===== src/rtl/watch_bcd_conv.sv =====
`default_nettype none
// ============================================================================
//  Module   : watch_bcd_conv
//  Purpose  : Converts a coherent snapshot of a watch's sec/min/hour/day/year
//             counters to packed BCD. One shared shift-add-3 engine converts
//             the five fields one after another. All outputs update together
//             on a single-cycle done strobe.
//  Revision : 1.0 - initial release
// ============================================================================
module watch_bcd_conv #(
   parameter int P_SEC_BIT  = 6,
   parameter int P_MIN_BIT  = 6,
   parameter int P_HOUR_BIT = 5,
   parameter int P_DAY_BIT  = 9,
   parameter int P_YEAR_BIT = 12
) (
   input  logic                  clk,
   input  logic                  reset,
   input  logic                  i_run_en,
   input  logic                  i_start,
   input  logic [P_SEC_BIT-1:0]  i_sec,
   input  logic [P_MIN_BIT-1:0]  i_min,
   input  logic [P_HOUR_BIT-1:0] i_hour,
   input  logic [P_DAY_BIT-1:0]  i_day,
   input  logic [P_YEAR_BIT-1:0] i_year,
   output logic [7:0]            o_sec_bcd,
   output logic [7:0]            o_min_bcd,
   output logic [7:0]            o_hour_bcd,
   output logic [11:0]           o_day_bcd,
   output logic [15:0]           o_year_bcd,
   output logic                  o_busy,
   output logic                  o_done
);

   localparam int C_BIN_W = 12;

   typedef enum logic [1:0] {
      IDLE  = 2'd0,
      LOAD  = 2'd1,
      SHIFT = 2'd2,
      DONE  = 2'd3
   } state_t;

   state_t                  state_q;
   logic [2:0]              field_q;
   logic [3:0]              cnt_q;
   logic [C_BIN_W-1:0]      bin_q;
   logic [15:0]             acc_q;

   // Snapshot of the inputs taken on the accepted start edge
   logic [P_SEC_BIT-1:0]    snap_sec_q;
   logic [P_MIN_BIT-1:0]    snap_min_q;
   logic [P_HOUR_BIT-1:0]   snap_hour_q;
   logic [P_DAY_BIT-1:0]    snap_day_q;
   logic [P_YEAR_BIT-1:0]   snap_year_q;

   // Per-field results waiting for the common output update
   logic [7:0]              hold_sec_q;
   logic [7:0]              hold_min_q;
   logic [7:0]              hold_hour_q;
   logic [11:0]             hold_day_q;
   logic [15:0]             hold_year_q;

   logic [7:0]              sec_bcd_q;
   logic [7:0]              min_bcd_q;
   logic [7:0]              hour_bcd_q;
   logic [11:0]             day_bcd_q;
   logic [15:0]             year_bcd_q;
   logic                    busy_q;
   logic                    done_q;

   logic [C_BIN_W-1:0]      field_bin_d;
   logic [15:0]             acc_adj_d;
   logic [15:0]             acc_d;
   logic [C_BIN_W-1:0]      bin_d;

   // Select the snapshot field currently being converted, zero-extended
   always_comb begin
      field_bin_d = '0;
      case (field_q)
         3'd0:    field_bin_d = C_BIN_W'(snap_sec_q);
         3'd1:    field_bin_d = C_BIN_W'(snap_min_q);
         3'd2:    field_bin_d = C_BIN_W'(snap_hour_q);
         3'd3:    field_bin_d = C_BIN_W'(snap_day_q);
         default: field_bin_d = C_BIN_W'(snap_year_q);
      endcase
   end

   // One double-dabble step: add 3 to nibbles >= 5, then shift {acc,bin} left
   always_comb begin
      acc_adj_d = acc_q;
      for (int n = 0; n < 4; n++) begin
         if (acc_q[4*n +: 4] >= 4'd5) begin
            acc_adj_d[4*n +: 4] = acc_q[4*n +: 4] + 4'd3;
         end
      end
      acc_d = {acc_adj_d[14:0], bin_q[C_BIN_W-1]};
      bin_d = {bin_q[C_BIN_W-2:0], 1'b0};
   end

   // Sequencer, engine, snapshot, holding and output registers
   always_ff @(posedge clk or negedge reset) begin
      if (!reset) begin
         state_q     <= IDLE;
         field_q     <= '0;
         cnt_q       <= '0;
         bin_q       <= '0;
         acc_q       <= '0;
         snap_sec_q  <= '0;
         snap_min_q  <= '0;
         snap_hour_q <= '0;
         snap_day_q  <= '0;
         snap_year_q <= '0;
         hold_sec_q  <= '0;
         hold_min_q  <= '0;
         hold_hour_q <= '0;
         hold_day_q  <= '0;
         hold_year_q <= '0;
         sec_bcd_q   <= '0;
         min_bcd_q   <= '0;
         hour_bcd_q  <= '0;
         day_bcd_q   <= '0;
         year_bcd_q  <= '0;
         busy_q      <= 1'b0;
         done_q      <= 1'b0;
      end else begin
         done_q <= 1'b0;
         if (state_q == IDLE) begin
            // Accept a request only while enabled; capture a coherent time
            if (i_start && i_run_en) begin
               snap_sec_q  <= i_sec;
               snap_min_q  <= i_min;
               snap_hour_q <= i_hour;
               snap_day_q  <= i_day;
               snap_year_q <= i_year;
               field_q     <= 3'd0;
               busy_q      <= 1'b1;
               state_q     <= LOAD;
            end
         end else if (!i_run_en) begin
            // Abort: drop partial results, leave the outputs untouched
            state_q     <= IDLE;
            busy_q      <= 1'b0;
            field_q     <= '0;
            cnt_q       <= '0;
            bin_q       <= '0;
            acc_q       <= '0;
            hold_sec_q  <= '0;
            hold_min_q  <= '0;
            hold_hour_q <= '0;
            hold_day_q  <= '0;
            hold_year_q <= '0;
         end else begin
            case (state_q)
               LOAD: begin
                  bin_q   <= field_bin_d;
                  acc_q   <= '0;
                  cnt_q   <= '0;
                  state_q <= SHIFT;
               end
               SHIFT: begin
                  acc_q <= acc_d;
                  bin_q <= bin_d;
                  cnt_q <= cnt_q + 4'd1;
                  if (cnt_q == 4'd11) begin
                     case (field_q)
                        3'd0:    hold_sec_q  <= acc_d[7:0];
                        3'd1:    hold_min_q  <= acc_d[7:0];
                        3'd2:    hold_hour_q <= acc_d[7:0];
                        3'd3:    hold_day_q  <= acc_d[11:0];
                        default: hold_year_q <= acc_d;
                     endcase
                     if (field_q == 3'd4) begin
                        // Year result bypasses its holding register here
                        sec_bcd_q  <= hold_sec_q;
                        min_bcd_q  <= hold_min_q;
                        hour_bcd_q <= hold_hour_q;
                        day_bcd_q  <= hold_day_q;
                        year_bcd_q <= acc_d;
                        done_q     <= 1'b1;
                        state_q    <= DONE;
                     end else begin
                        field_q <= field_q + 3'd1;
                        state_q <= LOAD;
                     end
                  end
               end
               default: begin
                  state_q <= IDLE;
                  busy_q  <= 1'b0;
               end
            endcase
         end
      end
   end

   assign o_sec_bcd  = sec_bcd_q;
   assign o_min_bcd  = min_bcd_q;
   assign o_hour_bcd = hour_bcd_q;
   assign o_day_bcd  = day_bcd_q;
   assign o_year_bcd = year_bcd_q;
   assign o_busy     = busy_q;
   assign o_done     = done_q;

endmodule
`default_nettype wire

===== config.mk =====
export PLATFORM = sky130hd
export DESIGN_NAME = watch_bcd_conv
export DESIGN_NICKNAME = d
export VERILOG_FILES = /design/src/rtl/watch_bcd_conv.sv
export SDC_FILE = /design/constraint.sdc
export NUM_CORES = 1
export LEC_CHECK = 0
export CAP_MARGIN = 20
export CORE_ASPECT_RATIO = 0.75
export CORE_MARGIN = 2
export CORE_UTILIZATION = 56
export DETAILED_ROUTE_END_ITERATION = 16
export PLACE_DENSITY = 0.81
export SYNTH_ARGS = -nofsm -noshare
export SYNTH_HDL_FRONTEND = slang
export SYNTH_SLANG_ARGS = --single-unit

===== constraint.sdc =====
create_clock -name clk -period 2.6 [get_ports clk]
set_input_delay 0.52 -clock clk [delete_from_list [all_inputs] [get_ports clk]]
set_output_delay 0.52 -clock clk [all_outputs]
set_load 0.1 [all_outputs]

==> metrics.cfg <==
[placement]
io_buffers = 95
finalWeightedCongestion = 0.8598
dp.cells = 988
hpwl_microns = 12640
preCtsSetupSlack_ns = 0.2180

[clocking]
clk_pin_slew_ns = 0.06
cts-root-buf = clkbuf_16
clk_latency_ns = 0.43
cts_tree = built
cts_resized = 0
h-tree-depth = 4
cts_sinks = 165
cts_buffer_depth = 2
postCtsSetupBuffers = 0
hold_buffers = 0
cts_made_buffers = 17

[sta]
rsz0062_at_grt = no
final_max_slew_viol_count = 0
final-setup-viol-count = 0
period_needed_ns = 2.229
skew_ns = 0.008542
worstMarginPinSlew_ns = 0.6797
fin_ws_ns = 0.3707
fmax_mhz = 448.6
slew_headroom = 0.5436
min_period_over_period = 0.8574
finalSetupTns_ns = 0
hold_violations = 0

[detailed_routing]
drc = 0
drt-total-wl_microns = 18310
wl_per_cell_microns = 17.99
via_count = 6055
firstDrtPassIters = 5
drt_iter0_drc = 538
antenna_left = 0
vias_per_cell = 5.948

[logic_synthesis]
ys_types = 48
synth.most_common_cell = nand2_1
syn_nets = 804
synthCells = 744
synth_edf_count = 0
async_reset_ff_frac = 1.000
ys_ff_latch = 165
synthFlopType = dfrtp_1
ys_warn_count = 0
synth_common_cells = 169 x nand2_1, 165 x dfrtp_1, 69 x o21ai_0, 44 x mux2_2, 37 x a21oi_1
synth_area_per_cell_sq_um = 10.14
yosysSeqAreaShare = 0.5475
synth_top_area_share = 0.5475
synth_area_sq_um = 7541
yosys.area.top_type = dfrtp_1
synthTopCellsByArea = dfrtp_1 55%, nand2_1 8.4%, mux2_2 6.6%

[setup_path]
critPathLaunchType = register
crit_path_end_kind = register
path_max_fanout = 15
slowest_delay_ns = 0.56
cp_top_family = simple AND/OR/NAND/NOR gates
crit_required_ns = 2.93
critical-path-slowest-cell = and2_1
worst-setup-path-type = register to register
arrival_ns = 2.56
cp_num_buf_inv = 1
crit_chain = inv_1 > ha_1 > and2_1 > and2_1 > a221oi_1 > o31ai_1
cp_common_cell = and2_1

[die]
dieArea_sq_um = 14420
core_area_sq_um = 13060
fp.dieH_microns = 104.5
design.portCount = 96
floorplan.initialDensity = 0.5773
die_w_microns = 138.0
row_count = 36

[grt]
overflow = 0
grt_use_met2 = 0.4204
gr-usage-met1 = 0.3641
grt_first_pass_wirelength_microns = 29400
antenna_found_initial = 0
grt_pass1_vias = 5856
grt-busiest-layer = met2
grt_usage = 0.2680
grt_use_met3 = 0.04873
grt_max_degree = 64

[pwr]
leakage_nw = 4.378
comb_power_share = 0.195
p_switching_w = 0.002125
p_per_area_nw_per_um2 = 792.9
swShare = 0.2915
ir_worst_vdd_mv = 0.5446
internal_power_w = 0.005164
p_clk_frac = 0.350
seq_power_share = 0.455

[job]
drv_cap = 0

[final_layout]
n_fill_cell = 943
num_antenna_cells = 0
final_cells = 1018
nets = 896
areaGrowthSynthToFinish_pct = 21.88
drive_gt1_frac = 0.1842

[min_path]
hold_path_class = input pin to asynchronous set/reset pin

[status]
status = finished, final reports clean

metal layers:
metal  share of wire  routed length, microns
met3           0.065                    1194
met2            0.48                    8796
met5               0                       0
met1            0.43                    7813
met4           0.028                     504
cells by family (layout without fill, tap and decap cells):
logic type                 count (synthesis)  after routing  share of synthesized area
and+or+nand+nor                          264            264                     0.1585
AOI/OAI and AO/OA                        187            187                     0.1565
DFF                                      165            165                     0.5475
buffers and inverters                     61            164                    0.03600
muxes                                     45             45                    0.06703
adders and majority gates                 18             18                    0.02987
xor gates and xnor gates                   4              4                   0.004645
placed cells by master, fill, tap and decap left out, drive strengths merged, types with 18 or more instances in the layout:
| cell type | n |
|---|---|
| a21oi | 37 |
| dfrtp | 165 |
| and3 | 20 |
| ha | 18 |
| nor2 | 20 |
| inv | 18 |
| buf | 77 |
| mux2 | 44 |
| clkbuf | 18 |
| o31ai | 21 |
| clkdlybuf4s50 | 40 |
| nand2 | 169 |
| o21ai | 70 |
metrics by stage:
| step | area (sq um) | hold slack (ns) | power [W] | utilization |
|---|---|---|---|---|
| global route | 9191 | 0.1309 | 0.007602 | 0.7036 |
| finish | 9191 | 0.09000 | 0.007288 | 0.7036 |
| floorplan | 7541 | 0.2244 | 0.004213 | - |
| global placement | 8597 | 0.4485 | 0.004630 | 0.6581 |
| detailed placement | 8597 | 0.4574 | 0.004749 | 0.6581 |
| CTS | 9191 | 0.09383 | 0.007300 | 0.7036 |
power groups by stage:
stage,clock (W),sequential [W],combinational [W]
after CTS,0.00258,0.00331,0.00141
after floorplan,0,0.00327,0.000938
after global routing,0.00268,0.00336,0.00156
final,0.00255,0.00332,0.00142
after global placement,0,0.00331,0.00132
after detailed placement,0,0.00335,0.00140
cell type report:
cell class	count	area (sq um)	share of cell area
Timing Repair Buffer	117	1045	0.1137
Tap cell	171	214.0	0.02328
Clock inverter	12	155.1	0.01688
Multi-Input combinational cell	518	3146	0.3422
Sequential cell	165	4129	0.4492
Clock buffer	18	439.2	0.04778
Inverter	17	63.81	0.006943
worst paths after layout:
kind                                 from  slack [ns]            end  cells past startpoint
min reg2reg                hold_day_q[11]        0.47  o_day_bcd[11]                      2
max in group asynchronous           reset        1.78       bin_q[0]                      2
min                                 reset        0.09  o_year_bcd[9]                      1
max reg2reg                    state_q[0]        0.37       bin_q[3]                      6
min in group clk           hold_day_q[11]        0.47  o_day_bcd[11]                      2
max                            state_q[0]        0.37       bin_q[3]                      6
sequential cells by signal, summed over array words and instances (netlist names):
register	count
o_done	1
o_day_bcd	12
field_q	3
o_sec_bcd	8
cnt_q	4
bin_q	12
o_year_bcd	16
o_min_bcd	8
state_q	2
hold_hour_q	8
hold_sec_q	8
hold_day_q	12
snap_min_q	6
o_hour_bcd	8
hold_min_q	8
o_busy	1
snap_year_q	12
snap_hour_q	5
snap_day_q	9
snap_sec_q	6
acc_q	16
Note: power is estimated with default switching activity, not from simulation.
